$ cat src/rtl/branch_resolve_predict.sv
// rtl/branch_resolve_predict.sv - MIPS branch resolve with 2-bit BHT prediction and stats
module branch_resolve_predict #(
  parameter int          PC_W      = 32,
  parameter int          BHT_DEPTH = 64,
  parameter logic [1:0]  CTR_INIT  = 2'b01,
  parameter int          STAT_W    = 16
) (
  input  logic              clk,
  input  logic              rst,
  input  logic [PC_W-1:0]   lookup_pc,
  output logic              predict_taken,
  input  logic              res_valid,
  input  logic [PC_W-1:0]   res_pc,
  input  logic [5:0]        opcode,
  input  logic [4:0]        rt_field,
  input  logic              zero,
  input  logic              neg,
  input  logic              res_pred_taken,
  output logic              branch_taken,
  output logic              is_branch,
  output logic              mispredict,
  output logic              flush,
  output logic [STAT_W-1:0] branch_count,
  output logic [STAT_W-1:0] mispredict_count
);

  localparam int IDX_W = $clog2(BHT_DEPTH);

  logic [1:0]       bht [BHT_DEPTH];
  logic [IDX_W-1:0] lookup_idx;
  logic [IDX_W-1:0] res_idx;
  logic             cond;
  logic             update;
  logic             miss;
  logic             mispredict_q;

  // Word-aligned low bits and bits above the index do not select an entry.
  logic unused_pc_bits;
  assign unused_pc_bits = ^{lookup_pc[PC_W-1:IDX_W+2], lookup_pc[1:0],
                            res_pc[PC_W-1:IDX_W+2], res_pc[1:0]};

  assign lookup_idx    = lookup_pc[IDX_W+1:2];
  assign res_idx       = res_pc[IDX_W+1:2];
  assign predict_taken = bht[lookup_idx][1];

  always_comb begin
    is_branch = 1'b0;
    cond      = 1'b0;
    case (opcode)
      6'b000100: begin is_branch = 1'b1; cond = zero;          end
      6'b000101: begin is_branch = 1'b1; cond = ~zero;         end
      6'b000110: begin is_branch = 1'b1; cond = neg | zero;    end
      6'b000111: begin is_branch = 1'b1; cond = ~neg & ~zero;  end
      6'b000001: begin
        if (rt_field == 5'b00000) begin
          is_branch = 1'b1;
          cond      = neg;
        end else if (rt_field == 5'b00001) begin
          is_branch = 1'b1;
          cond      = ~neg;
        end
      end
      default: begin
        is_branch = 1'b0;
        cond      = 1'b0;
      end
    endcase
  end

  assign branch_taken = res_valid & cond;
  assign update       = res_valid & is_branch;
  assign miss         = update & (branch_taken != res_pred_taken);

  always_ff @(posedge clk or posedge rst) begin
    if (rst) begin
      for (int i = 0; i < BHT_DEPTH; i++) begin
        bht[i] <= CTR_INIT;
      end
    end else if (update) begin
      if (branch_taken) begin
        if (bht[res_idx] != 2'b11) bht[res_idx] <= bht[res_idx] + 2'd1;
      end else begin
        if (bht[res_idx] != 2'b00) bht[res_idx] <= bht[res_idx] - 2'd1;
      end
    end
  end

  // Statistics hold at all-ones instead of wrapping.
  always_ff @(posedge clk or posedge rst) begin
    if (rst) begin
      mispredict_q     <= 1'b0;
      branch_count     <= '0;
      mispredict_count <= '0;
    end else begin
      mispredict_q <= miss;
      if (update && (branch_count != {STAT_W{1'b1}})) begin
        branch_count <= branch_count + 1'b1;
      end
      if (miss && (mispredict_count != {STAT_W{1'b1}})) begin
        mispredict_count <= mispredict_count + 1'b1;
      end
    end
  end

  assign mispredict = mispredict_q;
  assign flush      = mispredict_q;

endmodule

$ cat config.mk
export PLATFORM = sky130hd
export DESIGN_NAME = branch_resolve_predict
export DESIGN_NICKNAME = d
export VERILOG_FILES = /design/src/rtl/branch_resolve_predict.sv
export SDC_FILE = /design/constraint.sdc
export NUM_CORES = 1
export LEC_CHECK = 0
export ABC_AREA = 0
export BUFFER_PORTS_ARGS = -buffer_cell sky130_fd_sc_hd__buf_4
export CAP_MARGIN = 40
export CORE_UTILIZATION = 50
export DETAILED_ROUTE_END_ITERATION = 10
export PLACE_DENSITY = 0.73
export SETUP_SLACK_MARGIN = 0.5
export SYNTH_ARGS = -nofsm -noshare
export SYNTH_HDL_FRONTEND = slang
export SYNTH_SLANG_ARGS = --single-unit
export TNS_END_PERCENT = 30
$ cat constraint.sdc
create_clock -name clk -period 12.95 [get_ports clk]
set_input_delay 0 -clock clk [delete_from_list [all_inputs] [get_ports clk]]
set_output_delay 0 -clock clk [all_outputs]
set_load 0.1 [all_outputs]
==> reports/qor.csv, run 1 <==
stage;metric;value;unit
power;power_leakage;4.40;nW
job;timing.max_cap.violations;0;
cts;cts-root-buf;clkbuf_16;
floorplanning;die_h;134;um
placed_design;place_inst;951;
cts;cts.path.max_buffers;2;
sta;hold_violations;0;
drt;drt_pass1_iterations;7;
finish;nNetsFinal;836;
finish;antenna_cells;0;
worst_setup_path;crit_start;res_pc[3];
yosys;syn_avg_cell_area;12.4;um^2
sta;period_needed;3.78;ns
worst_setup_path;critPathMaxFanout;49;
worst_setup_path;timing.rr.end;bht[127]$_DFFE_PP0P_;
yosys;synth_cells;700;
worst_setup_path;cp-endpoint;bht[127]$_DFFE_PP0P_;
sta;slew_headroom;47.9;%
drt;via_per_inst;6.29;
drt;num_vias;6185;
finish;final_cells;984;
power;p_int;0.869;mW
grt;grt_pass1_wl;34000;um
cts;htree_levels;4;
worst_setup_path;crit_path_start_kind;input pin;
yosys;synth.distinct_cells;54;
finish;layout_common_cells;135 x mux2_2, 97 x dfrtp_1, 76 x buf_4, 64 x dfstp_2, 62 x nand3_1;
sta;fin_crit_sh;29.2;%
finish;multi_input_area;4330;um^2
finish;fin_util;59.7;%
power;p_switching;0.366;mW
worst_setup_path;cp.required;13.26;ns
yosys;syn-cell-area;8660;um^2
drt;wirelength;20800;um
yosys;synthFlopType;dfrtp_1;
hold_path;hp-class;in -> reg;
sta;tightest_slew;0.779;ns
finish;syn_to_final_growth;15.6;%
power;clkPwrFrac;41.3;%
grt;grt_use_total;24.8;%
grt;antenna_found_initial;0;
placed_design;dpl.hpwl;13900;um
sta;report.final.slew_viol_count;0;
finish;nFillCells;1335;
placed_design;port_buffers;65;
power;seqPwrFrac;43.4;%
floorplanning;die-area;17800;um^2
worst_setup_path;endpoint_kind;flip-flop;
placed_design;place.gp.congestion;0.844;
cts;post_cts.repair.setup_buffers;0;
cts;clk_pin_slew;0.06;ns
yosys;ys_seq_area_share;47.4;%
floorplanning;start_util;51.7;%
sta;rsz0062_at_grt;false;
grt;overflow;0;
yosys;synth_edf_count;0;
worst_setup_path;worst-r2r-setup-slack;9.23;ns
finish;final_layout_size_suffix_gt1_share;46.9;%
yosys;ys_warn_count;0;
finish;regArea;4110;um^2
sta;holdWs;0.0884;ns
floorplanning;core_area;16800;um^2
worst_setup_path;critPathKind;in -> reg;
drt;drc_errors;0;
drt;drt_iter0_markers;600;
cts;clock_latency;0.43;ns
floorplanning;rows;47;
yosys;syn_nets;785;
sta;clock_skew;0.00778;ns
power;power_density;123;nW/um^2
power;ir_drop;0.000189;V
worst_setup_path;rr_worst_depth;12;
run_status;status;finished, final reports clean;
sta;setup_tns;0;ns
power;comb_power_share;15.4;%
cts;cts.sinks;161;
worst_setup_path;critPathArrivalTime;4.09;ns
cts;cts_buffers;17;
power;switching_share;29.6;%
grt;grt_max_degree;74;
sta;finalSetupViolations;0;
drt;antenna_left;0;
floorplanning;chipWidth;134;um
drt;routedWlPerCell;21.2;um
cts;cts_tree;built;
floorplanning;io_pins;118;
yosys;synth_seq_cells;161;
yosys;async_flop_share;100;%
sta;fmax;265;MHz
finish;final_common_cell;mux2_2;
grt;grt_pass1_vias;6376;
==> worst min path at each step <==
stage                      from                              end  depth (start not counted)
floorplan           rt_field[2]      branch_count[0]$_DFFE_PP0P_                          3
global placement            rst  mispredict_count[6]$_DFFE_PP0P_                          2
CTS                 rt_field[2]      branch_count[0]$_DFFE_PP0P_                          4
detailed placement          rst  mispredict_count[5]$_DFFE_PP0P_                          2
global route        rt_field[2]      branch_count[2]$_DFFE_PP0P_                          5
finish              rt_field[2]      branch_count[0]$_DFFE_PP0P_                          4
==> through the flow <==
stage	setup WS, ns	power [mW]	cell area [um^2]
finish	9.17	1.23	10000
global route	8.81	1.27	10000
CTS	9.22	1.24	10000
detailed placement	8.75	0.733	9390
global placement	8.38	0.726	9300
floorplan	8.71	0.677	8660
==> power by group through the flow <==
stage	Combinational, mW	Clock (mW)	Sequential (mW)
after detailed placement	0.189	0	0.543
after global placement	0.184	0	0.543
after global routing	0.201	0.535	0.538
after floorplan	0.0810	0	0.596
after CTS	0.190	0.517	0.535
final	0.190	0.509	0.536
==> metal layers <==
metal	vias up	part of all wire [%]	track usage (%)
li1	2709	-	-
met1	3168	43	33.1
met2	265	48	40.5
met3	43	6.6	5.44
met4	0	2.4	7.95
met5	-	0	0
==> worst max-delay path, stage by stage <==
cell,delay (ns)
buf_4,0.55
nor2_1,0.23
and2_1,0.40
a22oi_1,0.27
nand4_1,0.11
a2111oi_0,0.58
nand3_1,0.15
ha_1,0.27
nor3_1,0.24
mux2_2,0.40
buf_12,0.27
and3_1,0.23
mux2_2,0.34
==> area by class of cell <==
cell class	instances	area share (%)
Clock inverter	13	1.53
Tap cell	220	2.75
Multi-Input combinational cell	479	43.3
Inverter	12	0.500
Timing Repair Buffer	80	6.38
Sequential cell	161	41.1
Clock buffer	19	4.53
==> cell usage after synthesis, drive strengths merged (5+ instances only) <==
library cell	number	area share [%]
inv	12	0.52
a22oi	9	0.78
buf	24	1.3
a21oi	6	0.35
a221oi	5	0.51
nand2	41	1.8
nand3	62	3.6
and2	5	0.36
nor2b	8	0.58
clkbuf	24	1.0
mux2	135	18
nor2	21	0.91
xnor2	24	2.4
dfrtp	97	28
dfstp	64	19
xor2	10	1.0
mux4	36	9.4
nor3b	5	0.43
nor3	21	1.2
mux2i	10	1.2
nand4	11	0.79
and3	19	1.4
==> what timing repair did <==
action,4_1_cts,5_1_grt
setup endpoints to repair,0,0
resized for setup,0,0
endpoints found under the hold margin,69,0
hold buffers,1,0
==> cell families (layout without fill, tap and decap cells) <==
group	after synthesis	count (layout)	synth area share (%)
flip-flops	161	161	47.4
XOR/XNOR	35	35	3.70
AND/OR/NAND/NOR	208	208	12.5
multiplexers	181	181	28.1
adder cells (fa/ha/maj)	4	4	0.578
AO/OA/AOI/OAI	51	51	4.80
buffers and inverters	60	124	2.89
Power figures use the tool's default switching activity.
==> run 2, diff against run 1 <==
Settings changed: PLACE_DENSITY 0.73 to 0.76.
Clock period 12.95 ns to 3.2 ns, I/O delays scaled along.
==> reports/qor.csv, run 2 (synthesized netlist as in run 1, its figures left out) <==
stage;metric;value;unit
run_status;status;finished, final reports clean;
finish;regArea;4110;um^2
worst_setup_path;critPathArrivalTime;3.48;ns
worst_setup_path;cpMaxStageDelayCell;mux4_2;
sta;period_needed;3.17;ns
finish;nNetsFinal;918;
cts;cts_tree;built;
cts;clock_latency;0.44;ns
power;ir_drop;0.000632;V
worst_setup_path;crit_path_start_kind;flip-flop;
sta;hold_violations;0;
power;power_density;453;nW/um^2
power;clkPwrFrac;41.0;%
worst_setup_path;cp_cell_sequence;mux4_2, nand2_2, a21oi_2, a2111oi_2, buf_4, and3_4, ha_4, nor3_2, mux2_4, clkbuf_16, clkbuf_16, nand3_4, mux2_2;
worst_setup_path;critPathMostFrequentCell;clkbuf_16;
sta;rsz0062_at_grt;true;
hold_path;holdPathStages;4;
drt;drt_iter0_markers;625;
sta;finalSetupViolations;0;
placed_design;dpl.hpwl;16100;um
power;totalPowerFinal;5.22;mW
finish;layout_common_cells;138 x buf_4, 96 x dfrtp_1, 94 x mux2_2, 64 x dfstp_2, 41 x mux2_4;
floorplanning;io_pins;118;
power;p_int;3.66;mW
worst_setup_path;endpoint_kind;flip-flop;
sta;tightest_slew;0.753;ns
sta;slew_headroom;49.4;%
power;power_leakage;5.03;nW
floorplanning;start_util;51.7;%
power;seqPwrFrac;41.6;%
cts;clk_pin_slew;0.07;ns
placed_design;place.gp.congestion;0.902;
drt;via_per_inst;6.45;
job;timing.max_cap.violations;0;
cts;cts_buffers;17;
worst_setup_path;critPathMaxStageDelay;0.47;ns
drt;num_vias;6875;
finish;final_common_cell;buf_4;
hold_path;hp-class;in -> reg;
finish;nFillCells;1115;
finish;syn_to_final_growth;33.0;%
worst_setup_path;critPathKind;reg -> reg;
drt;antenna_left;0;
grt;grt_max_degree;63;
power;comb_power_share;17.4;%
finish;final_layout_size_suffix_gt1_share;60.8;%
worst_setup_path;critPathMaxFanout;5;
finish;multi_input_area;5020;um^2
drt;routedWlPerCell;23.7;um
grt;overflow;0;
sta;fin_crit_sh;99.1;%
sta;setup_tns;0;ns
grt;grt_pass1_vias;6961;
sta;report.final.slew_viol_count;0;
finish;antenna_cells;0;
grt;antenna_found_initial;0;
floorplanning;chipWidth;134;um
grt;grt_use_total;28.8;%
cts;cts.sinks;161;
worst_setup_path;cp.required;3.51;ns
sta;fmax;315;MHz
drt;drt_pass1_iterations;5;
worst_setup_path;rr_worst_depth;13;
cts;cts-root-buf;clkbuf_16;
floorplanning;die-area;17800;um^2
floorplanning;die_h;134;um
cts;htree_levels;4;
power;switching_share;30.0;%
floorplanning;core_area;16800;um^2
power;p_switching;1.57;mW
grt;grt_pass1_wl;38700;um
cts;cts.path.max_buffers;2;
sta;clock_skew;0.0136;ns
drt;wirelength;25300;um
placed_design;port_buffers;65;
floorplanning;rows;47;
finish;fin_util;68.7;%
drt;drc_errors;0;
[run 2: cell types whose count changed in the layout (fill, tap and decap cells not counted), moves of 9 or more]
cell	previous run	this run
mux2_4	0	41
mux2_2	135	94
buf_6	0	9
nand3_4	0	17
nand3_1	62	14
buf_4	76	138
nor3_1	19	10
nand3_2	0	31
[run 2: worst max-delay path: cells and delay by family, from the launching register on]
kind	cells	cell delay, ns
flops	1	0.41
buf+inv	3	0.53
simple gates	4	0.39
mux	3	1.18
fa+ha+maj	1	0.13
compound gates	2	0.42
[run 2: final timing paths]
check / end / from / slack (ns)
min: branch_count[0]$_DFFE_PP0P_ / rt_field[2] / 0.16
min reg2reg: mispredict_count[4]$_DFFE_PP0P_ / mispredict_count[4]$_DFFE_PP0P_ / 0.50
min in group asynchronous: bht[77]$_DFFE_PP0P_ / rst / 0.20
max in group asynchronous: async pin / rst / 2.23
max: bht[51]$_DFFE_PP0P_ / bht[107]$_DFFE_PP0P_ / 0.03
max reg2reg: bht[51]$_DFFE_PP0P_ / bht[107]$_DFFE_PP0P_ / 0.03
[run 2: layout make-up]
type	count	share of cell area, %
Clock buffer	19	3.84
Clock inverter	13	1.52
Sequential cell	161	35.7
Tap cell	220	2.39
Multi-Input combinational cell	479	43.6
Inverter	12	0.424
Timing Repair Buffer	162	12.6
[run 2: power groups by stage]
| stage | Sequential [mW] | Combinational, mW | Clock (mW) |
|---|---|---|---|
| after CTS | 2.17 | 0.873 | 2.16 |
| after global placement | 2.20 | 0.807 | 0 |
| after detailed placement | 2.20 | 0.832 | 0 |
| final | 2.17 | 0.908 | 2.14 |
| after global routing | 2.18 | 0.949 | 2.24 |
| after floorplan | 2.41 | 0.328 | 0 |
[run 2: per-layer routing]
layer  track usage (%)  vias up  part of all wire (%)
met5                 0        -                     0
met3              6.77       89                   8.0
met2              46.3      395                    49
li1                  -     2871                     -
met4              14.9        0                   4.2
met1              36.4     3520                    39
[run 2: what timing repair did]
action,in CTS,in global routing
hold endpoints to repair,15,0
resized for setup,102,61
gates cloned,3,3
pin swaps,8,15
hold buffers,1,0
buffers inserted,4,3
setup endpoints to repair,128,131
[run 2: through the flow]
step / setup slack [ns] / area, um^2 / instances / hold WS (ns)
after detailed placement: -0.119 / 9940 / 1020 / 0.115
after global placement: -0.218 / 9920 / 1019 / 0.337
after CTS: 0.0957 / 11100 / 1060 / 0.116
final: 0.0299 / 11500 / 1066 / 0.159
after floorplan: -0.0527 / 8660 / 700 / 0.363
after global routing: -0.0360 / 11500 / 1066 / 0.168
